`config.mk`:
```
export PLATFORM = sky130hd
export DESIGN_NAME = block_decoder_flat
export DESIGN_NICKNAME = d
export VERILOG_FILES = /design/src/rtl/block_decoder_if.sv /design/src/rtl/block_decoder.sv /design/src/flat_wrapper.sv
export SDC_FILE = /design/constraint.sdc
export NUM_CORES = 1
export LEC_CHECK = 0
export ABC_AREA = 1
export CAP_MARGIN = 20
export CORE_ASPECT_RATIO = 1.25
export CORE_UTILIZATION = 30
export DETAILED_ROUTE_END_ITERATION = 10
export HOLD_SLACK_MARGIN = 0.12
export SYNTH_ARGS = -nofsm -noshare
export SYNTH_HDL_FRONTEND = slang
export SYNTH_SLANG_ARGS = --single-unit
export TNS_END_PERCENT = 20
```
`constraint.sdc`:
```
create_clock -name clk -period 3.62 [get_ports clk]
set_input_delay 0.543 -clock clk [delete_from_list [all_inputs] [get_ports clk]]
set_output_delay 0.543 -clock clk [all_outputs]
set_load 0.05 [all_outputs]
```
`src/rtl/block_decoder_if.sv`:
```
// Receive-side bus between the descrambler/PCS chain and the 64B/66B block decoder.
// The decoder takes the slave modport; the block source and MAC side take master.
interface block_decoder_if #(
    parameter int ERR_CNT_W = 16
);
    logic                 en;
    logic [65:0]          block_in;
    logic                 clr_count;
    logic [63:0]          data_out;
    logic [7:0]           valid_bytes;
    logic                 err;
    logic [ERR_CNT_W-1:0] err_count;

    modport master (
        output en, block_in, clr_count,
        input  data_out, valid_bytes, err, err_count
    );

    modport slave (
        input  en, block_in, clr_count,
        output data_out, valid_bytes, err, err_count
    );
endinterface

```
`src/rtl/block_decoder.sv`:
```
// 64B/66B block decoder for the 40GBASE-R receive path: maps code blocks back to a
// byte stream with per-byte valid mask, tracks frame state and counts error blocks.
module block_decoder #(
    parameter int ERR_CNT_W = 16
) (
    input  logic          clk,
    input  logic          reset,
    block_decoder_if.slave bus
);
    typedef enum logic {
        IDLE = 1'b0,
        DATA = 1'b1
    } state_e;

    typedef enum logic [2:0] {
        K_IDLE,
        K_START,
        K_TERM,
        K_DATA,
        K_BAD
    } kind_e;

    state_e               state_q, state_d;
    logic [63:0]          data_out_q, data_out_d;
    logic [7:0]           valid_bytes_q, valid_bytes_d;
    logic                 err_q, err_d;
    logic [ERR_CNT_W-1:0] err_count_q, err_count_d;

    kind_e       kind;
    logic [3:0]  term_n;
    logic [55:0] payload;
    logic        blk_err;

    assign payload = bus.block_in[65:10];

    // Classify the incoming block; term_n is the number of data bytes a terminate carries.
    always_comb begin
        // NOTE: every comb output gets a default first so no path leaves it unassigned,
        // which would otherwise infer a latch.
        kind   = K_BAD;
        term_n = 4'd0;
        unique case (bus.block_in[1:0])
            2'b10: kind = K_DATA;
            2'b01: begin
                unique case (bus.block_in[9:2])
                    8'h78: kind = K_IDLE;
                    8'h1E: kind = K_START;
                    8'hE1: begin kind = K_TERM; term_n = 4'd0; end
                    8'h99: begin kind = K_TERM; term_n = 4'd1; end
                    8'h55: begin kind = K_TERM; term_n = 4'd2; end
                    8'h2D: begin kind = K_TERM; term_n = 4'd3; end
                    8'h33: begin kind = K_TERM; term_n = 4'd4; end
                    8'h4B: begin kind = K_TERM; term_n = 4'd5; end
                    8'h87: begin kind = K_TERM; term_n = 4'd6; end
                    8'hFF: begin kind = K_TERM; term_n = 4'd7; end
                    default: kind = K_BAD;
                endcase
            end
            default: kind = K_BAD;
        endcase
    end

    assign blk_err = (kind == K_BAD)
                  || (kind == K_DATA  && state_q == IDLE)
                  || (kind == K_TERM  && state_q == IDLE)
                  || (kind == K_START && state_q == DATA);

    // State register
    always_ff @(posedge clk or posedge reset) begin
        if (reset) begin
            state_q       <= IDLE;
            data_out_q    <= '0;
            valid_bytes_q <= '0;
            err_q         <= 1'b0;
            err_count_q   <= '0;
        end else begin
            // NOTE: sequential state uses non-blocking assignment so all flops
            // sample the pre-edge values regardless of statement order.
            state_q       <= state_d;
            data_out_q    <= data_out_d;
            valid_bytes_q <= valid_bytes_d;
            err_q         <= err_d;
            err_count_q   <= err_count_d;
        end
    end

    // Next-state logic: any error drops back to IDLE, so a rejected start never opens a frame.
    always_comb begin
        state_d = state_q;
        if (bus.en) begin
            if (blk_err) begin
                state_d = IDLE;
            end else begin
                unique case (kind)
                    K_START: state_d = DATA;
                    K_TERM:  state_d = IDLE;
                    default: state_d = state_q;
                endcase
            end
        end
    end

    // Output logic (registered next-values)
    always_comb begin
        data_out_d    = data_out_q;
        valid_bytes_d = valid_bytes_q;
        err_d         = err_q;
        if (bus.en) begin
            data_out_d    = '0;
            valid_bytes_d = 8'h00;
            err_d         = blk_err;
            if (!blk_err) begin
                unique case (kind)
                    K_START: begin
                        data_out_d    = {payload, 8'h00};
                        valid_bytes_d = 8'hFE;
                    end
                    K_DATA: begin
                        data_out_d    = bus.block_in[65:2];
                        valid_bytes_d = 8'hFF;
                    end
                    K_TERM: begin
                        for (int k = 0; k < 7; k++) begin
                            if (4'(k) < term_n) begin
                                data_out_d[8*k +: 8] = payload[8*k +: 8];
                            end
                        end
                        valid_bytes_d = 8'hFF >> (4'd8 - term_n);
                    end
                    default: begin
                        data_out_d    = '0;
                        valid_bytes_d = 8'h00;
                    end
                endcase
            end
        end

        // Clear wins over a same-cycle increment and is honoured even with en low.
        err_count_d = err_count_q;
        if (bus.clr_count) begin
            err_count_d = '0;
        end else if (bus.en && blk_err && err_count_q != '1) begin
            err_count_d = err_count_q + 1'b1;
        end
    end

    assign bus.data_out    = data_out_q;
    assign bus.valid_bytes = valid_bytes_q;
    assign bus.err         = err_q;
    assign bus.err_count   = err_count_q;
endmodule

```
`src/flat_wrapper.sv`:
```
// flat-port wrapper written by rule: the top's interface ports become plain ports
module block_decoder_flat 
#(
    parameter int ERR_CNT_W = 16
)
  (clk, reset, bus_en, bus_block_in, bus_clr_count, bus_data_out, bus_valid_bytes, bus_err, bus_err_count);
  block_decoder_if #(.ERR_CNT_W(ERR_CNT_W)) bus_i ();
  input  logic clk;
  input  logic reset;
  input wire logic [$bits(bus_i.en)-1:0] bus_en;
  input wire logic [$bits(bus_i.block_in)-1:0] bus_block_in;
  input wire logic [$bits(bus_i.clr_count)-1:0] bus_clr_count;
  output wire logic [$bits(bus_i.data_out)-1:0] bus_data_out;
  output wire logic [$bits(bus_i.valid_bytes)-1:0] bus_valid_bytes;
  output wire logic [$bits(bus_i.err)-1:0] bus_err;
  output wire logic [$bits(bus_i.err_count)-1:0] bus_err_count;
  assign bus_i.en = bus_en;
  assign bus_i.block_in = bus_block_in;
  assign bus_i.clr_count = bus_clr_count;
  assign bus_data_out = bus_i.data_out;
  assign bus_valid_bytes = bus_i.valid_bytes;
  assign bus_err = bus_i.err;
  assign bus_err_count = bus_i.err_count;
  block_decoder #(.ERR_CNT_W(ERR_CNT_W)) u_core (.clk(clk), .reset(reset), .bus(bus_i));
endmodule
```
# == Word-level counts from Yosys, hierarchy flattened ==
# Index checks and enable logic that the tools add are counted.
# classes
n_eq_ne,17
div_mod_pow,0
bitwise_logic,1
n_lt_le_gt_ge,7
addsub,2
multipliers,0
reduce_logical,13
shifts,1
mux,20
# op_table
op,count
case mux 56 bit (3 select lines),1
2-to-1 mux 8 bit,9
2-to-1 mux 64 bit,1
equality test 8 bit (second input constant),4
2-to-1 mux 16 bit,2
equality test 8 x 7 -> 1 bit (second input constant),3
case mux 8 bit (3 select lines),1
case mux 3 bit (7 select lines),1
adder 16 x 1 -> 16 bit (second input constant),1
equality test 8 x 6 -> 1 bit (second input constant),2
!= test 16 bit (second input constant),1
< comparator 3 x 4 -> 1 bit (first input constant),3
case mux 3 bit (3 select lines),1
equality test 8 x 5 -> 1 bit (second input constant),1
< comparator 1 x 4 -> 1 bit (first input constant),2
< comparator 2 x 4 -> 1 bit (first input constant),2
OR reduction 8 bit,1
right shift 8 x 4 -> 8 bit (first input constant),1
equality test 3 x 2 -> 1 bit (second input constant),2
case mux 3 bit (2 select lines),1
logical AND 1 bit,5
subtractor 4 bit (first input constant),1
equality test 3 x 1 -> 1 bit (second input constant),1
equality test 3 bit (second input constant),1
11 further kinds,13
# totals
ff_bits,90
n_memories,0
latch_bits,0
mem_bits_ro,0
input_bits,70
elab_cells,66
ram_bits,0
out_inout_bits,89

# == Logic depth before layout (Yosys ltp) ==
# logic_depth
depth_word,13
ltp_mapped,17
ltp_nobuf,17

# == Least setup slack after synthesis ==
# OpenSTA, ideal clock, no wires.
# synth_path
path_type,in2reg
startpoint,input port bus_block_in[2]
endpoint,"register u_core.valid_bytes_q[5], in the netlist u_core.bus.valid_bytes[5]"
setup_slack_ps,1416
t_required_ps,3554
setup_time_ps,66
stages,12
t_arrival_ps,2138
path_cell_list,nand2_1 > nor2_2 > nand2_1 > nand2_1 > o21ai_0 > ha_1 > inv_1 > ha_1 > nand3b_1 > nand3_1 > nand3_1 > nand2_1
# synth_between
elab_chain_cells,10
# synth_lines
element,line_no,rtl
start: declaration,flat_wrapper.sv:11,input wire logic [$bits(bus_i.block_in)-1:0] bus_block_in;
branches (longest 9 deep; another with subtractor 4 bit),-,
2-to-1 mux 8 bit *,block_decoder.sv:112,if (!blk_err) begin
end signal: assignment,block_decoder.sv:81,valid_bytes_q <= valid_bytes_d;
end: declaration,block_decoder.sv:25,"logic [7:0] valid_bytes_q, valid_bytes_d;"
# Mark *: on every way between the ends.
# A chain may end at the register's enable or synchronous reset.

# == Worst setup path in the final report ==
# layout_path
startpoint,input port bus_block_in[2]
endpoint,"register u_core.data_out_q[39], in the netlist u_core.bus.data_out[39]"
# layout_between
elab_chain_cells,10
# layout_lines
element,line_no,rtl
branches (longest 9 deep; another with < comparator 3 x 4 -> 1 bit),-,
2-to-1 mux 64 bit *,block_decoder.sv:112,
end signal: assignment,block_decoder.sv:80,data_out_q <= data_out_d;
end: declaration,block_decoder.sv:24,"logic [63:0] data_out_q, data_out_d;"
# Marked as above.

==> impl_metrics.py <==
metrics = {
    "yosys": {
        "synth_compound_area_share_pct": 4.42,
        "synth_area_leaders": "dfrtp_1 43%, nand2_1 26%, nand3_1 5.5%",
        "yosysWarningCount": 0,
        "synth_ff_type": "dfrtp_1",
        "synth_area_per_cell_um2": 6.96,
        "muxShareOfSynthArea_pct": 0,
        "yosys.area_share.adder_pct": 2.13,
        "synth_cell_types": 30,
        "synth_top_family_by_area": "simple AND/OR/NAND/NOR gates",
        "synth-simple-area-share_pct": 41.9,
        "synth_area_um2": 5290,
        "synthArstFlopShare_pct": 100,
        "synth_top_cell_by_area": "dfrtp_1",
        "ys_ff_latch": 90,
        "synth_seq_area_share_pct": 42.5,
        "synthesis.nets": 840,
        "syn-instance-count": 761,
        "synth_top_area_share_pct": 42.5,
        "synth_edf_count": 0,
        "synth_xor_area_share_pct": 1.82,
    },
    "cts": {
        "cts_hold_buf": 0,
        "cts_buffers": 9,
        "cts_tree": "yes",
        "clk-insertion-delay-late_ns": 0.34,
        "clk_pin_slew_worst_paths_ns": 0.07,
        "postCtsSetupRepairBufs": 0,
        "clock-sinks": 90,
        "cts_resized": 0,
        "cts_buffer_depth": 2,
        "cts_max_level": 3,
        "cts-root-buf": "clkbuf_16",
    },
    "timing": {
        "slew_headroom_pct": 54.0,
        "timing.final.hold_violations": 0,
        "rsz0062_at_grt": "no",
        "fin_crit_sh_pct": 76.8,
        "layout_min_cycle_time_ns": 2.78,
        "fin_skew_ns": 0.00363,
        "tightest_slew_ns": 0.691,
        "max_freq_mhz": 360,
        "fin_ws_ns": 0.839,
        "setup-violations-final": 0,
        "final_max_slew_viol_count": 0,
        "hold_ws_ns": 0.480,
        "setup_tns_ns": 0,
    },
    "grt": {
        "grt_usage_pct": 19.3,
        "grt_pass1_wl_um": 27300,
        "antenna_found_initial": 0,
        "grt_max_degree": 54,
        "grt-ovfl-total": 0,
        "first_global_vias": 5172,
    },
    "cells_and_area": {
        "fin_area_um2": 7400,
        "area_growth_pct": 39.8,
        "antenna-diode-count": 0,
        "drive_above_1_share_pct": 5.43,
        "nNetsFinal": 995,
    },
    "worst_setup_path": {
        "critical_path_class": "input port to flop",
        "critPathMaxFanout": 8,
        "end_kind": "flop",
        "cp.arrival_ns": 3.06,
        "worstSetupStartpointType": "input port",
        "worst_ep_required_time_ns": 3.90,
    },
    "pwr": {
        "p_int_w": 0.00168,
        "p_comb_share_pct": 12.9,
        "powerDensity_nw_per_um2": 308,
        "switchingPower_w": 0.000597,
        "clockPowerShare_pct": 42.1,
        "peakVddDrop_uv": 178,
        "power_w": 0.00228,
        "seqPwrFrac_pct": 44.9,
        "switching_share_pct": 26.2,
        "p_leak_nw": 3.69,
    },
    "detailed_routing": {
        "firstDrtPassIters": 4,
        "num_vias": 5307,
        "remaining_drc_errors": 0,
        "finalWirelength_um": 17100,
        "final_antenna_net_count": 0,
        "drt-vias-per-instance": 4.66,
        "wl_per_cell_um": 15.0,
        "drtIter0Drc": 361,
    },
    "die": {
        "start_util_pct": 31.1,
        "die_x_um": 121,
        "die_h_um": 151,
        "core_um2": 17000,
        "ioPinCount": 159,
        "dieArea_um2": 18200,
        "rows": 53,
    },
    "placed_design": {
        "routabilityCongestion": 0.922,
        "port_buffers": 158,
        "placed_area_um2": 7110,
        "hpwl_um": 12600,
        "dp_slack_ns": 0.519,
    },
    "hold_path": {
        "hold_class": "flop to flop",
    },
    "outcome": {
        "outcome": "finished, final reports clean",
    },
    "flow_run": {
        "drv_cap": 0,
    },
}
-- per-stage QoR --
step | cells | util, %
2_1_floorplan | 761 | -
3_3_place_gp | 1125 | 41.7
3_5_place_dp | 1125 | 41.7
4_1_cts | 1140 | 43.4
5_1_grt | 1140 | 43.4
6_report | 1140 | 43.4
-- power by group through the flow --
stage               Clock [W]  Sequential, W  Combinational (W)
floorplan                   0        0.00107           0.000117
global placement            0        0.00104           0.000296
detailed placement          0        0.00104           0.000296
CTS                  0.000990        0.00102           0.000298
global route          0.00102        0.00103           0.000321
finish               0.000961        0.00102           0.000295
-- cells in the mapped netlist (3+ instances only) --
cell and instances:
o211ai_1 8, nand3_1 58, buf_6 6, ha_1 9, nand2_1 367, nand2_2 5, dfrtp_1 90, inv_2 3
nor2_1 50, nor3_1 7, inv_1 53, xor2_1 10, buf_2 6, a21oi_1 3, o22ai_1 8, nand4_1 7
o21ai_0 20, nor2_2 5, nand3b_1 18, clkbuf_1 15
-- worst max-delay path, cell delays in order --
cell and delay, ns:
clkdlybuf4s50_1 0.54, nand2_1 0.14, nor2_2 0.15, nand2_1 0.07, nand2_1 0.07, nor2_1 0.04, nor2_1 0.18, inv_1 0.13
ha_1 0.24, inv_1 0.06, ha_1 0.14, nand4_1 0.37, o22ai_1 0.25, nand2_1 0.07, nand2_1 0.06
-- routing by layer --
layer	up-vias	GRT usage [%]	wire (µm)
met1	2439	24.7	7690
met5	-	0	0
met4	0	7.78	312
li1	2690	-	-
met3	19	3.67	968
met2	159	32.1	8130
-- registers in the layout, summed over array words and instances, names as in the netlist --
signal	flops
u_core.state_q	1
u_core.bus.data_out	64
u_core.bus.err	1
u_core.bus.valid_bytes	8
u_core.bus.err_count	16
-- final cells by class --
class | count | area, µm²
Tap cell | 220 | 275
Inverter | 57 | 216
Multi-Input combinational cell | 585 | 2660
Fill cell | 1726 | 9640
Clock buffer | 11 | 243
Sequential cell | 90 | 2250
Timing Repair Buffer | 173 | 1710
Clock inverter | 4 | 51.3
-- placed cells by master (no fill, tap or decap), types with 2 or more instances in the layout --
master,count
a21oi_1,3
buf_4,14
clkbuf_16,9
clkdlybuf4s50_1,158
dfrtp_1,90
ha_1,9
inv_1,51
inv_2,4
nand2_1,367
nand2_2,5
nand3_1,58
nand3_4,2
nand3b_1,18
nand4_1,7
nor2_1,50
nor2_2,5
nor3_1,7
nor3b_1,2
o211ai_1,8
o21ai_0,20
o22ai_1,8
xor2_1,10
-- worst paths after layout --
check	start	end	slack, ns	cells after the start
min in group asynchronous	reset	u_core.bus.data_out[42]	0.66	2
min reg2reg	u_core.bus.data_out[21]	u_core.bus.data_out[21]	0.48	2
max reg2reg	u_core.bus.err_count[0]	u_core.bus.err_count[13]	1.64	8
max	bus_block_in[2]	u_core.bus.data_out[39]	0.84	15
max in group asynchronous	reset	u_core.bus.data_out[7]	2.29	3
min	u_core.bus.data_out[21]	u_core.bus.data_out[21]	0.48	2
-- cell families after synthesis --
family / after synthesis
flops: 90
xor+xnor: 11
buf+inv: 86
simple gates: 525
fa+ha+maj: 9
compound gates: 40
Note: power is estimated with default switching activity, not from simulation.
